**src/rtl/acq_pkg.sv**
```systemverilog
// Shared constants for the acquisition burst scheduler and acquisition block.
// Holds FSM state encodings, stream marker words and a small state helper.
package acq_pkg;

  localparam logic [2:0] ST_IDLE  = 3'd0;
  localparam logic [2:0] ST_RUN   = 3'd1;
  localparam logic [2:0] ST_WAIT  = 3'd2;
  localparam logic [2:0] ST_DONE  = 3'd3;
  localparam logic [2:0] ST_ERROR = 3'd4;

  localparam logic [31:0] HEADER     = 32'hCAFE_0001;
  localparam logic [31:0] FOOTER     = 32'hCAFE_00FF;
  localparam logic [31:0] TLAST_MARK = 32'hCAFE_1A57;

  function automatic logic is_busy(input logic [2:0] s);
    return s != ST_IDLE;
  endfunction

endpackage

```
**src/rtl/acq_watchdog.sv**
```systemverilog
// Stream stall watchdog: counts idle cycles while active, cleared by beats.
// Ports: master_clock, resetn, active, beat, limit (0 = off), expire.
module acq_watchdog #(
  parameter int W = 24
) (
  input  logic         master_clock,
  input  logic         resetn,
  input  logic         active,
  input  logic         beat,
  input  logic [W-1:0] limit,
  output logic         expire
);

  logic [W-1:0] cnt;
  logic [W-1:0] lim_m1;

  assign lim_m1 = limit - 1'b1;

  always_ff @(posedge master_clock) begin
    if (!resetn || !active || beat) begin
      cnt <= '0;
    end else if (cnt != '1) begin
      cnt <= cnt + 1'b1;
    end
  end

  // A beat in the limit cycle keeps the stream alive.
  assign expire = active && (limit != '0) &&
                  (cnt >= lim_m1) && !beat;

endmodule

```
**src/rtl/acq_burst_scheduler.sv**
```systemverilog
// Burst scheduler: gates acquisition, shadows config at burst starts,
// enforces start-to-start period, counts bursts, watchdogs the stream.
// Ports: cfg_* control in, mon_* stream monitor in, acq/status out.
module acq_burst_scheduler
  import acq_pkg::*;
#(
  parameter int PERIOD_W  = 32,
  parameter int TIMEOUT_W = 24,
  parameter int BURST_W   = 16
) (
  input  logic                 master_clock,
  input  logic                 resetn,
  input  logic                 cfg_start,
  input  logic                 cfg_stop,
  input  logic                 cfg_clear_err,
  input  logic                 cfg_raw_mode,
  input  logic [15:0]          cfg_num_packets,
  input  logic [PERIOD_W-1:0]  cfg_period,
  input  logic [BURST_W-1:0]   cfg_num_bursts,
  input  logic [TIMEOUT_W-1:0] cfg_timeout,
  input  logic                 mon_tvalid,
  input  logic                 mon_tready,
  input  logic                 mon_tlast,
  output logic                 acq_enable,
  output logic                 send_raw_data,
  output logic [15:0]          number_of_packet,
  output logic                 busy,
  output logic [BURST_W-1:0]   burst_count,
  output logic                 done_pulse,
  output logic                 err_timeout,
  output logic [2:0]           dbg_state
);

  logic [2:0]          state;
  logic [2:0]          nxt;
  logic [BURST_W-1:0]  nb_q;
  logic [PERIOD_W-1:0] period_cnt;
  logic [PERIOD_W:0]   period_inc;
  logic                stop_pending;
  logic                beat;
  logic                burst_end;
  logic                last_burst;
  logic                period_hit;
  logic                wd_expire;
  logic                in_run;
  logic                start_ok;
  logic                relaunch;

  assign beat      = mon_tvalid & mon_tready;
  assign burst_end = beat & mon_tlast;
  assign in_run    = state == ST_RUN;

  assign last_burst = (nb_q != '0) &&
                      (burst_count + 1'b1 == nb_q);

  // Extra bit keeps the +1 from wrapping at all-ones.
  assign period_inc = {1'b0, period_cnt} + 1'b1;
  assign period_hit = period_inc >= {1'b0, cfg_period};

  assign start_ok = (state == ST_IDLE) &&
                    cfg_start && !cfg_stop;
  assign relaunch = (state == ST_WAIT) &&
                    !cfg_stop && period_hit;

  acq_watchdog #(
    .W (TIMEOUT_W)
  ) u_wd (
    .master_clock (master_clock),
    .resetn       (resetn),
    .active       (in_run),
    .beat         (beat),
    .limit        (cfg_timeout),
    .expire       (wd_expire)
  );

  always_comb begin
    nxt = state;
    unique case (state)
      ST_IDLE: begin
        if (start_ok) nxt = ST_RUN;
      end
      ST_RUN: begin
        if (wd_expire) begin
          nxt = ST_ERROR;
        end else if (burst_end) begin
          if (last_burst || stop_pending || cfg_stop)
            nxt = ST_DONE;
          else
            nxt = ST_WAIT;
        end
      end
      ST_WAIT: begin
        if (cfg_stop)        nxt = ST_DONE;
        else if (period_hit) nxt = ST_RUN;
      end
      ST_DONE: begin
        nxt = ST_IDLE;
      end
      ST_ERROR: begin
        if (cfg_clear_err) nxt = ST_IDLE;
      end
      default: nxt = ST_IDLE;
    endcase
  end

  always_ff @(posedge master_clock) begin
    if (!resetn) begin
      state            <= ST_IDLE;
      nb_q             <= '0;
      send_raw_data    <= 1'b0;
      number_of_packet <= '0;
      burst_count      <= '0;
      period_cnt       <= '0;
      stop_pending     <= 1'b0;
    end else begin
      state <= nxt;

      if (start_ok || relaunch) begin
        send_raw_data    <= cfg_raw_mode;
        number_of_packet <= cfg_num_packets;
        period_cnt       <= '0;
      end else if (in_run || state == ST_WAIT) begin
        if (period_cnt != '1)
          period_cnt <= period_cnt + 1'b1;
      end

      if (start_ok) begin
        nb_q        <= cfg_num_bursts;
        burst_count <= '0;
      end else if (in_run && burst_end) begin
        burst_count <= burst_count + 1'b1;
      end

      if (nxt == ST_IDLE)
        stop_pending <= 1'b0;
      else if (in_run && cfg_stop)
        stop_pending <= 1'b1;
    end
  end

  assign acq_enable  = in_run;
  assign busy        = is_busy(state);
  assign done_pulse  = state == ST_DONE;
  assign err_timeout = state == ST_ERROR;
  assign dbg_state   = state;

endmodule

```
**config.mk**
```make
export PLATFORM = sky130hd
export DESIGN_NAME = acq_burst_scheduler
export DESIGN_NICKNAME = d
export VERILOG_FILES = /design/src/rtl/acq_pkg.sv /design/src/rtl/acq_watchdog.sv /design/src/rtl/acq_burst_scheduler.sv
export SDC_FILE = /design/constraint.sdc
export NUM_CORES = 1
export LEC_CHECK = 0
export ABC_AREA = 1
export CAP_MARGIN = 25
export CORE_ASPECT_RATIO = 1.4
export CORE_MARGIN = 2
export CORE_UTILIZATION = 55
export DETAILED_ROUTE_END_ITERATION = 12
export PLACE_DENSITY_LB_ADDON = 0.08
export SYNTH_ARGS = -nofsm -noshare
export SYNTH_HDL_FRONTEND = slang
export SYNTH_HIERARCHICAL = 1
export SYNTH_SLANG_ARGS = --single-unit
```
**constraint.sdc**
```tcl
create_clock -name master_clock -period 4.7 [get_ports master_clock]
set_clock_uncertainty 0.15 [all_clocks]
set_input_delay 0.94 -clock master_clock [delete_from_list [all_inputs] [get_ports master_clock]]
set_output_delay 0.94 -clock master_clock [all_outputs]
set_load 0.02 [all_outputs]
```
Word-level counts from Yosys, hierarchy flattened:

Index checks and enable logic that the tools add are counted.
Widths: inputs -> output; s select.

* bitwise logic cells: 3
* add/subtract/negate cells: 5
* mux-type cells: 8
* equal/unequal tests: 7
* order comparisons: 2
* reductions and logical operators: 29

Operators with widths (number)
* $add 32x1->33 const B: 1
* $ge 33x32->1: 1
* $add 32x1->32 const B: 1
* $ne 32x32->1 const B: 1
* $add 24x1->24 const B: 1
* $ge 24x24->1: 1
* $ne 24x24->1 const B: 1
* $reduce_bool 24->1: 1
* $sub 24x1->24 const B: 1
* $mux 3: 6
* $add 16x1->16 const B: 1
* $eq 16x16->1: 1
* $reduce_bool 16->1: 1
* $pmux 3 s4: 1
* $logic_and 1x1->1: 10
* $eq 3x2->1 const B: 2
* $logic_not 3->1: 2
* $logic_or 1x1->1: 6
* $reduce_or 2->1: 3
* $logic_not 1->1: 4
* $eq 3x1->1 const B: 1
* $eq 3x3->1 const B: 1
* $reduce_bool 3->1: 1
* $and 1x1->1: 2
* 3 further kinds: 3

* output and inout bits: 40
* bits in registers: 109
* input port bits: 97
* logic and storage cells: 62

Depth between registers and ports, before layout:

Gate-level depths: netlist of the first run.

* word-level depth: 11
* gate-level depth with buffers: 26
* depth with buffers taken out: 26

Hierarchy:

Netlist of the first run, hierarchy kept.

By module, submodules not included
* acq_burst_scheduler: sequential area each 1701.6 µm², cells an instance 871, area an instance 5738.0 µm², instances 1
* acq_watchdog: sequential area each 480.5 µm², cells an instance 423, area an instance 2557.5 µm², instances 1

Worst setup path before layout of the first run:

OpenSTA, ideal clock, no wires.

* path kind: register to register
* start point: reg period_cnt[0]
* end point: reg period_cnt[14]
* setup time: 0.116 ns
* buffers on the path: 1
* stages on the path, launching flop included: 23
* setup slack: 1.190 ns
* clock period less this slack: 3.510 ns
* arrival: 3.244 ns
* required time: 4.434 ns
* cell sequence: dfxtp_1 ha_1 nand2_1 nor2_4 nand2_4 nor2_1 nand4_1 nor2_1 nand3_1 nor2_1 xor2_1 inv_1 ha_1 inv_1 nor3_1 nand4_1 nor2_1 nand3b_1 nand4_4 nand3_4 nand2_2 buf_2 nor2_1

* word-level cells in the longest chain between the ends: 5
* elaborated cells on any way between the ends: 8
* those cells by class: 2 x add/sub; 1 x order compare; 1 x eq/ne; 4 x reduce/logical

Ends and longest elaborated chain
* from (decl): line acq_burst_scheduler.sv:37 `logic [PERIOD_W-1:0] period_cnt;`
* from (signal assigned): line acq_burst_scheduler.sv:124 `period_cnt <= period_cnt + 1'b1;`
* $add 32x1->33: line acq_burst_scheduler.sv:57 `assign period_inc = {1'b0, period_cnt} + 1'b1;`
* via period_inc[26]: line acq_burst_scheduler.sv:38 `logic [PERIOD_W:0] period_inc;`
* $ge 33x32->1: line acq_burst_scheduler.sv:58 `assign period_hit = period_inc >= {1'b0, cfg_period};`
* $logic_and 1x1->1: line acq_burst_scheduler.sv:63 `!cfg_stop && period_hit;`
* $logic_or 1x1->1: line acq_burst_scheduler.sv:118 `if (start_ok || relaunch) begin`
* $reduce_or 2->1 (no source line)

The timed path passes the listed nets, and every way through them passes these cells.
A chain may end at the register's enable or synchronous reset.

Worst setup path after layout of the first run:

* start point: reg period_cnt[0]
* end point: reg period_cnt[31]

Same word-level chain as after synthesis.

==> results of run 1 <==
## registers in the layout, summed over array words and instances (netlist names)
name	cells
period_cnt	32
u_wd/cnt	24
burst_count	16
nb_q	16
number_of_packet	16
dbg_state	3
send_raw_data	1
stop_pending	1
## power groups by stage
stage	clock (uW)	combinational (uW)	sequential (uW)
after floorplan	0	195	1000
after global placement	0	377	990
after detailed placement	0	382	990
after CTS	814	384	969
after global routing	854	422	972
final	806	383	969
## metrics by stage
step	cells	worst slack (ps)	hold WS, ps
3_5_place_dp	1601	505	320
3_3_place_gp	1601	596	316
5_1_grt	1617	8.47	357
4_1_cts	1617	435	332
2_1_floorplan	1294	1190	303
6_report	1617	410	330
## worst paths after layout
kind                                  to  slack (ps)  depth (start not counted)
max          period_cnt[31]$_SDFFE_PP0P_         410                         22
min           period_cnt[1]$_SDFFE_PP0P_         330                          2
max reg2reg  period_cnt[31]$_SDFFE_PP0P_         410                         22
min reg2reg   period_cnt[1]$_SDFFE_PP0P_         330                          2
## cell type report
type / count / area (sq um) / share of cell area (%)
multi-input combinational: 975 / 5270 / 52.1
tap: 192 / 240 / 2.37
inverter: 182 / 688 / 6.80
clock inverter: 7 / 80.1 / 0.792
clock buffer: 9 / 225 / 2.23
timing repair buffer: 143 / 1430 / 14.1
sequential: 109 / 2180 / 21.6
## worst max-delay path, cell delays in order (launching register included)
cell and delay (ps):
dfxtp_1 380, ha_1 200, nand2_1 110, nor2_4 150, nand2_4 90, nor2_1 140
nand4_1 120, nor2_1 230, nand3_1 200, nor2_1 150, xor2_1 160, inv_1 80
ha_1 300, inv_1 40, nor3_1 220, nand4_1 150, nor2_1 150, nand3b_1 170
nand4_4 140, nand3_4 220, nand2_2 360, buf_12 200, a21oi_1 50
## per-layer routing
| layer | GRT usage [%] | up-vias | wire length (um) |
|---|---|---|---|
| li1 | - | 4367 | - |
| met1 | 31.8 | 3814 | 9060 |
| met2 | 50.6 | 206 | 11600 |
| met3 | 3.54 | 33 | 949 |
| met4 | 9.36 | 0 | 499 |
| met5 | 0 | - | 0 |
## cell usage in the layout, fill, tap and decap left out, types with 2 or more instances in the layout
cell / count
nand2_2: 4
clkbuf_16: 9
nor2_1: 214
nor3_2: 3
a31oi_1: 4
o21bai_1: 2
nand3b_1: 28
nor3_1: 12
inv_2: 3
xnor2_1: 22
a21o_1: 2
nand3_1: 59
o21ai_0: 41
xnor3_1: 3
and3_1: 2
and2_1: 3
a21oi_1: 84
nor4_1: 7
clkdlybuf4s50_1: 136
dfxtp_1: 109
nor2_2: 12
inv_1: 178
nand2_4: 2
nand3_4: 2
ha_1: 60
o211ai_1: 2
inv_6: 3
nand4_1: 32
xor2_1: 43
nand2_1: 316
buf_4: 6
nor2_4: 6
## cell families after synthesis
| logic type | Yosys count | share of synthesized area (%) |
|---|---|---|
| xor+xnor | 68 | 7.68 |
| fa+ha+maj | 60 | 9.05 |
| buf+inv | 210 | 10.1 |
| flops | 109 | 26.3 |
| compound gates | 141 | 9.13 |
| simple gates | 706 | 37.7 |
==> metrics.md, run 1 <==
| Metric | Value |
|---|---|
| Worst-margin pin slew | 718 ps |
| Standard-cell row count | 53 |
| Final period util | 91.3% |
| Internal cell power | 1550 uW |
| DR vias/cell | 5.21 |
| Post-Synthesis Net Count | 1,451 |
| Cell count after synthesis | 1,294 |
| Wire per inst | 13.7 um |
| Core area | 14,900 sq um |
| Syn avg cell area | 6.41 sq um |
| Fillers | 1,412 |
| Ant. Diodes | 0 |
| Post-layout util | 68.1% |
| Worst-Skew Late Latency | 360 ps |
| Total Wirelength | 22,100 um |
| Lkg Pwr | 0.00460 uW |
| Post-CTS setup buffer count | 0 |
| Seq pwr share | 44.9% |
| Clk sinks | 109 |
| Post-route cell area | 10,100 sq um |
| Top-area cell type share of the netlist area | 26.3% |
| CTS buffer count | 9 |
| Yosys top cell by area | dfxtp_1 |
| Final min period | 4290 ps |
| DRT antenna net count | 0 |
| Crit-path max FO | 19 |
| Total power | 2160 uW |
| Setup tns final | 0 ps |
| Reg clk slew, reported paths | 80 ps |
| Placed Area | 9810 sq um |
| EDFF count, synth | 0 |
| Final setup violating endpoints | 0 |
| Worst setup path startpoint | period_cnt[0]$_SDFFE_PP0P_ |
| Port bufs | 136 |
| Flops & latches, synth | 109 |
| WS Path Type | reg -> reg |
| Worst hold path type | reg -> reg |
| Combinational share of power | 17.7% |
| Max transition margin | 51.8% |
| Nature of the critical path endpoint | register |
| Total track usage | 27.3% |
| NetSw | 604 uW |
| Synth warn | 6 |
| HPWL Detailed | 17,400 um |
| Prevailing post-synth register cell | dfxtp_1 |
| Worst Setup Start Kind | register |
| RSZ-0062 raised after global routing | no |
| Synth cell types | 44 |
| Hold buffers post-CTS | 0 |
| Achievable Freq | 233 MHz |
| Chip width | 108 um |
| CTS root buffer | clkbuf_16 |
| Reg2reg start | period_cnt[0]$_SDFFE_PP0P_ |
| Status | finished, final reports clean |
| Post-CTS sizing | 0 |
| Die Ht | 149 um |
| Largest buffer count on any clock path | 2 |
| Die footprint | 16,100 sq um |
| Clk pwr share | 37.4% |
| Max-slew violations | 0 |
| Synth top area cells | dfxtp_1 (26%), nand2_1 (14%), nor2_1 (9.7%), ha_1 (9.0%), inv_1 (8.1%) |
| 1st-pass router iterations | 7 |
| Top-Level Pins | 137 |
| Global placement routability congestion | 0.945 |
| Hold_sp | period_cnt[1]$_SDFFE_PP0P_ |
| Max_cap viols | 0 |
| Most frequent cell after synthesis | nand2_1 |
| Pin count of the biggest net entering global routing | 47 |
| Total gr overflow | 0 |
| Commonest cells in the netlist | nand2_1 (316), nor2_1 (214), inv_1 (178), dfxtp_1 (109), a21oi_1 (84) |
| Antenna violations before repair | 0 |
| Fin nets | 1,577 |
| Synth Cell Area | 8300 sq um |
| Area grow syn2layout | 21.9% |
| Critical Path RT | 4800 ps |
| Max rail drop VDD | 0.146 mV |
| DR iter-0 viols | 446 |
| Async S/R FF share, synth | 0% |
| Power Dens Cells | 213 nW/um^2 |
| Post-synthesis sequential area ratio | 26.3% |
| Layout cells sized above 1 | 4.35% |
| Global-route wire length before repair | 35,100 um |
| H-tree levels | 3 |
| Final hold violations | 0 |
| Crit path arrival time | 4390 ps |
| Initial core utilization | 55.8% |
| Routed vias | 8,420 |
| Sw Share | 28.0% |
| Vias in the first global route | 7,644 |
| DRC Markers | 0 |
| CTS tree | built |
Note: power is estimated with default switching activity, not from simulation.
==> inputs of run 2 (changes only) <==
CORE_UTILIZATION = 56   (was 55)
CTS_BUF_LIST = sky130_fd_sc_hd__clkbuf_2   (was not set)
==> run 2 against run 1 <==
Net effect: core utilization grew 0.50 points; fmax increased by 2.6%; setup slack improved by 110 ps; wire length down 0.25%; via count fell by 0.23%; sequential cell count did not move.
==> metrics.md, run 2 (synthesized netlist as in run 1, its figures left out) <==
| Metric | Value |
|---|---|
| Worst setup path startpoint | period_cnt[0]$_SDFFE_PP0P_ |
| Inst Count DP | 1,598 |
| Worst Setup Start Kind | register |
| DR iter-0 viols | 475 |
| Top-Level Pins | 137 |
| Initial core utilization | 57.4% |
| Fillers | 1,423 |
| CTS root buffer | clkbuf_2 |
| Clk sinks | 109 |
| Setup tns final | 0 ps |
| Port bufs | 136 |
| Final period util | 89.0% |
| Die footprint | 15,800 sq um |
| CP top delay family | simple AND/OR/NAND/NOR gates |
| Post-CTS sizing | 0 |
| Reg2reg start | period_cnt[0]$_SDFFE_PP0P_ |
| Total gr overflow | 0 |
| Final hold violations | 0 |
| Seq pwr share | 55.5% |
| Combinational share of power | 21.8% |
| CTS tree | built |
| Chip width | 107 um |
| Reg with most FFs | period_cnt |
| Sw Share | 30.8% |
| Power Dens Cells | 177 nW/um^2 |
| Layout cells sized above 1 | 4.42% |
| Status | finished, final reports clean |
| Cells along the critical path | ha_1, nand2_1, nor2_4, nand2_4, nor2_1, nand4_1, nor2_2, nand3_1, nor2_1, xor2_1, inv_1, ha_1, inv_1, nor3_1, nand4_1, nor2_1, nand3b_1, nand4_4, nand3_4, nand2_4, buf_12, a21oi_1 |
| Wire per inst | 13.6 um |
| Crit-path max FO | 21 |
| Standard-cell row count | 52 |
| Max transition margin | 48.6% |
| Fin nets | 1,577 |
| Crit path arrival time | 4580 ps |
| RSZ-0062 raised after global routing | no |
| Worst hold path type | reg -> reg |
| Multi-input logic area | 5280 sq um |
| Antenna violations before repair | 1 |
| Register area | 2180 sq um |
| Worst-Skew Late Latency | 630 ps |
| CP max stage delay | 450 ps |
| Final std cells w/o fill | 1,615 |
| Commonest non-fill, non-tap cell in the layout | nand2_1 |
| DRT antenna net count | 0 |
| Total power | 1760 uW |
| Final setup violating endpoints | 0 |
| Final min period | 4180 ps |
| Nature of the critical path endpoint | register |
| Global-route wire length before repair | 36,000 um |
| Largest registers | period_cnt: 32 flops, u_wd/cnt: 24 flops |
| Area grow syn2layout | 19.4% |
| Global placement routability congestion | 0.982 |
| Setup WS pre-CTS | 446 ps |
| Achievable Freq | 239 MHz |
| Hold buffers post-CTS | 0 |
| Max FFs per register | 32 |
| Max_cap viols | 0 |
| Internal cell power | 1210 uW |
| Clk pwr share | 22.7% |
| Total Wirelength | 22,000 um |
| NetSw | 541 uW |
| DRC Markers | 0 |
| Post-CTS setup buffer count | 0 |
| Top cell by count, worst path | nor2_1 |
| DR vias/cell | 5.20 |
| Post-layout util | 68.6% |
| Largest buffer count on any clock path | 2 |
| H-tree levels | 3 |
| Die Ht | 148 um |
| Routed vias | 8,401 |
| Max rail drop VDD | 0.111 mV |
| Buffer and inverter count on the worst path | 3 |
| Max-slew violations | 0 |
| Pin count of the biggest net entering global routing | 47 |
| Slowest CP cell | dfxtp_1 |
| Vias in the first global route | 7,917 |
| Reg clk slew, reported paths | 290 ps |
| Lkg Pwr | 0.00451 uW |
| 1st-pass router iterations | 6 |
| Worst-margin pin slew | 765 ps |
| Hold_sp | period_cnt[1]$_SDFFE_PP0P_ |
| Setup WS post-layout | 519 ps |
| HPWL Detailed | 17,600 um |
| Core area | 14,400 sq um |
| CTS buffer count | 9 |
| Most frequent cells in the layout | nand2_1 (316), nor2_1 (213), inv_1 (178) |
| WS Path Type | reg -> reg |
| Total track usage | 28.2% |
| Critical Path RT | 5100 ps |
==> run 2: worst reg2reg max path, cell delays in order (launching register included) <==
cell      delay (ps)
dfxtp_1          450
ha_1             210
nand2_1          110
nor2_4           150
nand2_4           90
nor2_1           160
nand4_1          120
nor2_2           210
nand3_1          180
nor2_1           150
xor2_1           150
inv_1             80
ha_1             310
inv_1             50
nor3_1           220
nand4_1          140
nor2_1           140
nand3b_1         160
nand4_4          130
nand3_4          230
nand2_4          270
buf_12           190
a21oi_1           50
==> run 2: final timing paths <==
check	end	cells after the start	slack, ps
min reg2reg	period_cnt[1]$_SDFFE_PP0P_	2	350
max reg2reg	period_cnt[28]$_SDFFE_PP0P_	22	520
max	period_cnt[28]$_SDFFE_PP0P_	22	520
min	period_cnt[1]$_SDFFE_PP0P_	2	350
==> run 2: layer usage <==
metal | routed length [um] | up-vias | global-route usage, %
met5 | 0 | - | 0
met4 | 751 | 0 | 11.7
met3 | 865 | 49 | 4.01
met2 | 11500 | 192 | 52.8
met1 | 8930 | 3797 | 31.4
li1 | - | 4363 | -
==> run 2: area by class of cell <==
class | count | area share (%)
Inverter | 182 | 6.95
Clock buffer | 11 | 0.556
Clock inverter | 5 | 0.366
Antenna cell | 1 | 0.0253
Tap cell | 189 | 2.39
Timing Repair Buffer | 143 | 14.4
Sequential cell | 109 | 22.0
Multi-Input combinational cell | 975 | 53.3
==> run 2: power by group through the flow <==
stage                     logic [uW]  registers (uW)  clock network, uW
after global routing             423             979                448
after CTS                        384             974                413
after global placement           378             990                  0
final                            383             974                398
after floorplan                  195            1000                  0
after detailed placement         383             990                  0
==> run 2: stage by stage <==
step                      cell area (sq um)  hold WS [ps]
after global routing                   9910           374
after CTS                              9900           357
final                                  9910           355
after detailed placement               9810           329
after global placement                 9810           315
after floorplan                        8300           303
==> inputs of run 3 (changes only) <==
CORE_UTILIZATION = 45   (was 56)
==> run 3 against run 2 <==
Net effect: register-to-register slack better by 70 ps; cell count is 3.3% higher; hold slack worse by 2.0 ps; count of clock-buffer cells in the layout is 2 lower; combinational power about the same; sequential cell count stayed put; critical endpoint is now period_cnt[22]$_SDFFE_PP0P_; highest routed layer unchanged; critical path depth unchanged; sequential share of layout area decreased by 0.22 points; fmax rose by 1.6%; largest cell class unchanged; setup slack improved by 66 ps; core utilization shrank 13 points.
==> metrics.md, run 3 (synthesized netlist as in run 1, its figures left out) <==
| Metric | Value |
|---|---|
| Internal cell power | 1260 uW |
| Largest buffer count on any clock path | 2 |
| Hold slack | 353 ps |
| Power Dens Cells | 183 nW/um^2 |
| HPWL Detailed | 18,500 um |
| Worst Setup Start Kind | register |
| Setup tns final | 0 ps |
| Standard-cell row count | 58 |
| Layout cells sized above 1 | 4.48% |
| Antenna violations before repair | 1 |
| Max transition margin | 61.7% |
| Max rail drop VDD | 0.100 mV |
| Buffer and inverter count on the worst path | 3 |
| CTS root buffer | clkbuf_2 |
| Clk pwr share | 25.6% |
| Max FFs per register | 32 |
| Fin nets | 1,579 |
| WS Path Type | reg -> reg |
| Max-slew violations | 0 |
| Area grow syn2layout | 20.7% |
| Fillers | 1,903 |
| Pin count of the biggest net entering global routing | 47 |
| Global-route wire length before repair | 37,300 um |
| Final min period | 4110 ps |
| Total Wirelength | 23,000 um |
| Top cell by count, worst path | nor2_1 |
| Achievable Freq | 243 MHz |
| Die footprint | 19,600 sq um |
| Final period util | 87.6% |
| Register-to-register setup slack | 590 ps |
| GR Util met3 | 3.59% |
| Hold buffers post-CTS | 0 |
| Total gr overflow | 0 |
| Chip width | 119 um |
| Combinational share of power | 21.1% |
| CTS buffer count | 9 |
| H-tree levels | 3 |
| Slowest CP cell | dfxtp_2 |
| DR vias/cell | 4.96 |
| Lkg Pwr | 0.00452 uW |
| Top-Level Pins | 137 |
| Max_cap viols | 0 |
| DRT antenna net count | 0 |
| Total track usage | 23.6% |
| Worst setup path startpoint | period_cnt[0]$_SDFFE_PP0P_ |
| Clk sinks | 109 |
| DRC Markers | 0 |
| 1st-pass router iterations | 5 |
| Worst-margin pin slew | 570 ps |
| Busiest grt layer | met2 |
| Commonest non-fill, non-tap cell in the layout | nand2_1 |
| Stages on the worst setup path | 22 |
| DR iter-0 viols | 396 |
| Reg clk slew, reported paths | 310 ps |
| Hold depth | 2 |
| Post-layout util | 55.6% |
| Cells along the critical path | ha_1, nand2_1, nor2_4, nand2_4, nor2_1, nand4_1, nor2_1, nand3_1, nor2_1, xor2_1, inv_1, ha_1, inv_1, nor3_1, nand4_1, nor2_1, nand3b_1, nand4_4, nand3_4, nand2_4, buf_4, nor2_1 |
| Port bufs | 136 |
| Worst-case reg-to-reg path depth | 22 |
| Seq pwr share | 53.3% |
| Final setup violating endpoints | 0 |
| Reg with most FFs | period_cnt |
| Global placement routability congestion | 0.962 |
| Worst R2R End | period_cnt[22]$_SDFFE_PP0P_ |
| Most frequent cells in the layout | nand2_1 (316), nor2_1 (214), inv_1 (178) |
| Wire per inst | 13.8 um |
| Worst Setup EP | period_cnt[22]$_SDFFE_PP0P_ |
| Crit-path max FO | 18 |
| Largest registers | period_cnt: 32 flops, u_wd/cnt: 24 flops |
| Nature of the critical path endpoint | register |
| Sw Share | 30.9% |
| Vias in the first global route | 8,015 |
| Reg2reg start | period_cnt[0]$_SDFFE_PP0P_ |
| Core area | 18,000 sq um |
| Worst-Skew Late Latency | 640 ps |
| Critical Path RT | 5130 ps |
| Initial core utilization | 46.1% |
| CTS tree | built |
| Met1 Use GR | 26.5% |
| Status | finished, final reports clean |
| NetSw | 566 uW |
| Final hold violations | 0 |
| CP top delay family | simple AND/OR/NAND/NOR gates |
| RSZ-0062 raised after global routing | no |
| Worst hold path type | reg -> reg |
| Die Ht | 165 um |
| Met2 Usage GRT | 44.4% |
| Crit path arrival time | 4540 ps |
| CP max stage delay | 430 ps |
| Routed vias | 8,274 |
-- run 3: changes by cell type in the layout (fill, tap and decap cells not counted), moves of 2 or more --
cell,change
clkinv_2,-2
clkinv_4,-2
clkinvlp_4,+3
buf_4,+2
clkbuf_2,-2
-- run 3: layout make-up --
| cell class | instances | area [sq um] | area share (%) |
|---|---|---|---|
| diodes | 1 | 2.50 | 0.0250 |
| clock buffers | 9 | 45.0 | 0.450 |
| clock inverters | 7 | 73.8 | 0.737 |
| inverters | 182 | 688 | 6.87 |
| multi-input cells | 975 | 5280 | 52.7 |
| flip-flops and latches | 109 | 2180 | 21.8 |
| well taps | 240 | 300 | 3.00 |
| repair buffers | 145 | 1440 | 14.4 |
-- run 3: tightest hold or removal path, stage by stage (launching register included) --
cell	delay [ps]
dfxtp_1	400
nand2_1	70
a21oi_1	50
-- run 3: worst min path at each step --
stage | startpoint | endpoint | slack, ps
6_report | period_cnt[1]$_SDFFE_PP0P_ | period_cnt[1]$_SDFFE_PP0P_ | 350
3_5_place_dp | period_cnt[1]$_SDFFE_PP0P_ | period_cnt[1]$_SDFFE_PP0P_ | 320
2_1_floorplan | period_cnt[1]$_SDFFE_PP0P_ | period_cnt[1]$_SDFFE_PP0P_ | 300
5_1_grt | period_cnt[1]$_SDFFE_PP0P_ | period_cnt[1]$_SDFFE_PP0P_ | 380
3_3_place_gp | period_cnt[1]$_SDFFE_PP0P_ | period_cnt[1]$_SDFFE_PP0P_ | 320
4_1_cts | period_cnt[1]$_SDFFE_PP0P_ | period_cnt[1]$_SDFFE_PP0P_ | 350
-- run 3: power by group through the flow --
stage	logic, uW	clock network, uW	registers [uW]
after floorplan	195	0	1000
after global placement	384	0	991
after detailed placement	389	0	991
after CTS	390	489	976
after global routing	429	519	981
final	386	469	976
-- run 3: metal layers --
layer / wire, um / vias to the layer above
met2: 12000 / 161
met4: 657 / 0
met5: 0 / -
met3: 866 / 42
li1: - / 4376
met1: 9540 / 3695
-- run 3: repair_timing --
action	in CTS	in global routing
endpoints found under the setup margin	0	23
hold endpoints to repair	0	0
gates resized for setup	0	2
buffers inserted	0	0
-- run 3: metrics by stage --
| stage | worst slack [ps] | std cells | power (uW) | cell area [sq um] |
|---|---|---|---|---|
| floorplan | 1190 | 1294 | 1200 | 8300 |
| global placement | 568 | 1651 | 1380 | 9890 |
| detailed placement | 492 | 1651 | 1380 | 9890 |
| CTS | 446 | 1667 | 1860 | 10000 |
| global route | 54.4 | 1668 | 1930 | 10000 |
| finish | 585 | 1668 | 1830 | 10000 |
